--- src/rtl/y_capture_fifo_if.sv ---
// Handshake bundle for the y capture FIFO: producer side (in_*) and consumer side (out_*).
// Define Y_CAPTURE_PARITY_EN to add the out_parity / parity_err signals.
interface y_capture_fifo_if #(
  parameter int WIDTH = 32,
  parameter int DEPTH = 4
);
  localparam int ADDR_W = $clog2(DEPTH);

  logic             in_valid;
  logic             in_ready;
  logic [WIDTH-1:0] in_data;
  logic             out_valid;
  logic             out_ready;
  logic [WIDTH-1:0] out_data;
  logic [ADDR_W:0]  count;
`ifdef Y_CAPTURE_PARITY_EN
  logic             out_parity;
  logic             parity_err;

  modport master (
    output in_valid, in_data, out_ready,
    input  in_ready, out_valid, out_data, count, out_parity, parity_err
  );
  modport slave (
    input  in_valid, in_data, out_ready,
    output in_ready, out_valid, out_data, count, out_parity, parity_err
  );
`else
  modport master (
    output in_valid, in_data, out_ready,
    input  in_ready, out_valid, out_data, count
  );
  modport slave (
    input  in_valid, in_data, out_ready,
    output in_ready, out_valid, out_data, count
  );
`endif
endinterface

--- src/rtl/y_capture_fifo.sv ---
// First-word-fall-through capture FIFO for the 32-bit y result; a word written at edge N is visible after edge N.
// Optional per-entry parity with Y_CAPTURE_PARITY_EN; in_ready drops when full or in reset.
module y_capture_fifo #(
  parameter int WIDTH = 32,
  parameter int DEPTH = 4
) (
  input logic            clk,
  input logic            rst,
  y_capture_fifo_if.slave bus
);
  localparam int ADDR_W = $clog2(DEPTH);
  localparam logic [ADDR_W:0] FULL_CNT = (ADDR_W+1)'(DEPTH);
`ifdef Y_CAPTURE_PARITY_EN
  localparam int ENTRY_W = WIDTH + 1;
`else
  localparam int ENTRY_W = WIDTH;
`endif

  logic [ENTRY_W-1:0] mem [DEPTH];
  logic [ADDR_W-1:0]  wr_ptr;
  logic [ADDR_W-1:0]  rd_ptr;
  logic [ADDR_W:0]    occ;
  logic [ENTRY_W-1:0] wr_entry;
  logic [ENTRY_W-1:0] head;
  logic               full;
  logic               empty;
  logic               wr_en;
  logic               rd_en;

  assign full  = (occ == FULL_CNT);
  assign empty = (occ == '0);

  // A full FIFO refuses writes even when the head is being read this cycle.
  assign bus.in_ready  = !rst && !full;
  assign bus.out_valid = !empty;
  assign bus.count     = occ;

  assign wr_en = bus.in_valid && bus.in_ready;
  assign rd_en = bus.out_valid && bus.out_ready;

`ifdef Y_CAPTURE_PARITY_EN
  assign wr_entry = {^bus.in_data, bus.in_data};
`else
  assign wr_entry = bus.in_data;
`endif

  assign head         = mem[rd_ptr];
  assign bus.out_data = empty ? '0 : head[WIDTH-1:0];

`ifdef Y_CAPTURE_PARITY_EN
  assign bus.out_parity = empty ? 1'b0 : head[WIDTH];
  assign bus.parity_err = bus.out_valid && (bus.out_parity != ^bus.out_data);
`endif

  // Storage is deliberately left out of reset; stale entries are unreachable once occ is 0.
  always_ff @(posedge clk) begin
    if (wr_en) begin
      mem[wr_ptr] <= wr_entry;
    end
  end

  always_ff @(posedge clk) begin
    if (rst) begin
      wr_ptr <= '0;
      rd_ptr <= '0;
      occ    <= '0;
    end else begin
      if (wr_en) begin
        wr_ptr <= wr_ptr + 1'b1;
      end
      if (rd_en) begin
        rd_ptr <= rd_ptr + 1'b1;
      end
      case ({wr_en, rd_en})
        2'b10:   occ <= occ + 1'b1;
        2'b01:   occ <= occ - 1'b1;
        default: occ <= occ;
      endcase
    end
  end
endmodule

--- src/flat_wrapper.sv ---
// flat-port wrapper written by rule: the top's interface ports become plain ports
module y_capture_fifo_flat 
#(
  parameter int WIDTH = 32,
  parameter int DEPTH = 4
)
  (clk, rst, bus_in_valid, bus_in_data, bus_out_ready, bus_in_ready, bus_out_valid, bus_out_data, bus_count);
  y_capture_fifo_if #(.WIDTH(WIDTH), .DEPTH(DEPTH)) bus_i ();
  input logic clk;
  input logic rst;
  input wire logic [$bits(bus_i.in_valid)-1:0] bus_in_valid;
  input wire logic [$bits(bus_i.in_data)-1:0] bus_in_data;
  input wire logic [$bits(bus_i.out_ready)-1:0] bus_out_ready;
  output wire logic [$bits(bus_i.in_ready)-1:0] bus_in_ready;
  output wire logic [$bits(bus_i.out_valid)-1:0] bus_out_valid;
  output wire logic [$bits(bus_i.out_data)-1:0] bus_out_data;
  output wire logic [$bits(bus_i.count)-1:0] bus_count;
  assign bus_i.in_valid = bus_in_valid;
  assign bus_i.in_data = bus_in_data;
  assign bus_i.out_ready = bus_out_ready;
  assign bus_in_ready = bus_i.in_ready;
  assign bus_out_valid = bus_i.out_valid;
  assign bus_out_data = bus_i.out_data;
  assign bus_count = bus_i.count;
  y_capture_fifo #(.WIDTH(WIDTH), .DEPTH(DEPTH)) u_core (.clk(clk), .rst(rst), .bus(bus_i));
endmodule
--- config.mk ---
export PLATFORM = sky130hd
export DESIGN_NAME = y_capture_fifo_flat
export DESIGN_NICKNAME = d
export VERILOG_FILES = /design/src/rtl/y_capture_fifo_if.sv /design/src/rtl/y_capture_fifo.sv /design/src/flat_wrapper.sv
export SDC_FILE = /design/constraint.sdc
export NUM_CORES = 1
export LEC_CHECK = 0
export CAP_MARGIN = 20
export CORE_MARGIN = 4
export CORE_UTILIZATION = 58
export CTS_CLUSTER_SIZE = 12
export DETAILED_ROUTE_END_ITERATION = 16
export PLACE_DENSITY = 0.84
export SLEW_MARGIN = 20
export SYNTH_ARGS = -nofsm -noshare
export SYNTH_HDL_FRONTEND = slang
export SYNTH_SLANG_ARGS = --single-unit
export TNS_END_PERCENT = 10
--- constraint.sdc ---
create_clock -name clk -period 6.5 [get_ports clk]
set_input_delay 1.95 -clock clk [delete_from_list [all_inputs] [get_ports clk]]
set_output_delay 1.95 -clock clk [all_outputs]
set_load 0.01 [all_outputs]
==> out/qor.txt <==
cell types occupying the most area after synthesis = edfxtp_1, mux4_2, nor2b_1
TritonCTS clock tree = yes
core outline area = 8890 µm²
number of sinks on the clock net = 137
number of nets in the finished design = 379
post-synthesis sequential element count = 137
top-level port count = 73
prevailing post-synth register cell = edfxtp_1
remaining design rule violation count = 0
total global routing track utilization = 0.196
Clk Latency, worst-skew pair = 510 ps
origin of the critical flop-to-flop path = u_core.bus.count[2]
x dimension of the die = 104 µm
slew at the pin closest to its max-slew limit = 900 ps
share of cells above drive strength 1 = 0.215
Post-Synthesis Cells = 255
number of cell instances on the worst register-to-register path = 9
shortest period the worst path allows = 5290 ps
biggest fanout along the worst timing path = 10
max-capacitance violation count = 0
P_leak = 2.20 nW
Clock Skew = 10.6 ps
Power Density = 420 nW/µm²
final critical-path share of the clock period = 0.813
count of buffers added by post-CTS timing repair for setup = 0
area of the multi-input gates = 1230 µm²
R2R setup slack = 4230 ps
number of buffers on the longest clock path = 2
count of input and output buffers = 72
critical path class = input port to output pin
number of H-tree levels = 4
via count of the first global-routing pass = 2877
synthesized netlist net count = 297
capturing element of the worst setup path = bus_in_ready
count of antenna diodes in the layout = 0
per-instance average area after synthesis = 21.1 µm²
count of final hold-check violations = 0
HP Class = register to register
most repeated cell in the gate-level netlist after synthesis = edfxtp_1
Yosys top cell area share = 0.714
outcome = finished clean
setup repair after global routing missed its margin = false
Commonest cells post-synth = edfxtp_1, mux4_2, nor2b_1
share of synthesized flip-flops with an asynchronous set or reset = 0
Root Driver = clkbuf_8
number of buffers inserted during clock tree synthesis = 17
signed area change from the synthesized netlist to the final layout = 25.9%
full die area = 10900 µm²
global-route wire length before repair = 15600 µm
fraction of the core area covered by cells at the end of the flow = 0.762
CP Launch Point = rst
largest vdd supply drop = 0.000272 V
footprint of the flip-flops and latches = 4030 µm²
standard-cell row count = 34
Initial Util = 0.606
yosys warns = 0
Worst Path Required = 4550 ps
pin count of the biggest net entering global routing = 36
First DRT Iteration DRCs = 110
height of the chip = 104 µm
GPL Wtd Cong = 0.689
RR Endpoint = u_core.bus.count[2]
Final Setup Violations = 0
cell area after technology mapping = 5380 µm²
total via count in the routed design = 2592
startpoint types = input port
PostCTS Resize Cnt = 0
Crit path arrival time = 3340 ps
largest area contributor in the netlist = edfxtp_1
placed wire-length estimate after detailed placement = 5340 µm
number of detailed-routing iterations run before antenna repair = 5
setup_tns = 0 ps
total of fill cells in the finished design = 495
Max Clock Freq = 189 MHz
count of hold-fix buffers inserted at cts = 0
initial antenna violation count = 0
GRT Residual Overflow = 0
max-slew violation total from the final report = 0
max-slew headroom at the worst pin = 0.400
Vias/cell = 5.67
clock-pin slew on the worst setup and hold paths = 50 ps
final WL = 9940 µm
detailed-route wire length per cell = 21.7 µm
count of distinct cell types in the synthesized netlist = 26
post-route ant nets = 0
critical path endpoint category = output pin
sequential area share after synthesis = 0.747
number of synthesized flops with an enable pin = 128
-- cell families (layout without fill, tap and decap cells) --
kind of cell,count (synthesis),count (layout),synth area share
multiplexers,34,34,0.138
AND/OR/NAND/NOR,50,50,0.0639
buffers and inverters,19,113,0.0246
XOR/XNOR,3,3,0.00488
AO/OA/AOI/OAI,6,6,0.00604
adder cells (fa/ha/maj),6,6,0.0153
flip-flops,137,137,0.747
-- power breakdown --
group	leakage, nW	switching, W	internal [W]
clock network	0.298	0.000347	0.000655
logic	0.666	0.000328	0.000420
registers	1.24	0.0000621	0.00103
total	2.20	0.000737	0.00211
-- final cells by class --
cell class | instances | share of cell area
multi-input combinational | 99 | 0.182
inverter | 8 | 0.00443
tap | 108 | 0.0199
clock buffer | 17 | 0.0611
sequential | 137 | 0.594
timing repair buffer | 74 | 0.109
clock inverter | 14 | 0.0303
-- state kept, by name, indices dropped and copies added (netlist names), named ones only --
register,count
u_core.bus.count,3
u_core.mem,128
u_core.rd_ptr,2
u_core.wr_ptr,2
-- placed cells by master (no fill, tap or decap), types with 3 or more instances in the layout --
cell               n
a21oi_1            3
ha_1               5
mux4_2            32
dfxtp_1            7
inv_1              8
nor2b_1           29
bufinv_16          5
and2_2             4
nor2b_4            3
clkbuf_16         16
nor2_1             7
clkdlybuf4s50_1   72
xor2_1             3
edfxtp_1         128
clkinv_2           3
-- critical path, stage by stage --
cell	delay (ps)
clkdlybuf4s50_1	600
nor2_1	210
clkdlybuf4s50_1	580
-- layer usage --
layer	vias up	global-route usage	part of all wire
met1	1330	0.237	0.39
met5	-	0	0
met3	10	0.0658	0.057
met4	0	0.0769	0.0086
li1	1173	-	-
met2	79	0.328	0.54
-- through the flow --
step                      power [W]  setup slack (ps)  hold WS (ps)  std cells  instance area (µm²)
after floorplan             0.00156              2170           459        255                 5380
final                       0.00285              1210           509        457                 6780
after detailed placement    0.00186              1190           489        426                 6160
after CTS                   0.00287              1190           512        457                 6780
after global placement      0.00185              1300           476        426                 6160
after global routing        0.00296              1150           529        457                 6780
-- worst min-delay path by stage --
| stage | start | endpoint | slack [ps] | cells past startpoint |
|---|---|---|---|---|
| finish | u_core.rd_ptr[1] | register | 510 | 2 |
| global placement | u_core.rd_ptr[1] | register | 480 | 2 |
| detailed placement | u_core.rd_ptr[1] | register | 490 | 2 |
| CTS | u_core.rd_ptr[1] | register | 510 | 2 |
| floorplan | u_core.rd_ptr[1] | register | 460 | 2 |
| global route | u_core.rd_ptr[1] | register | 530 | 2 |
Power figures use the tool's default switching activity.
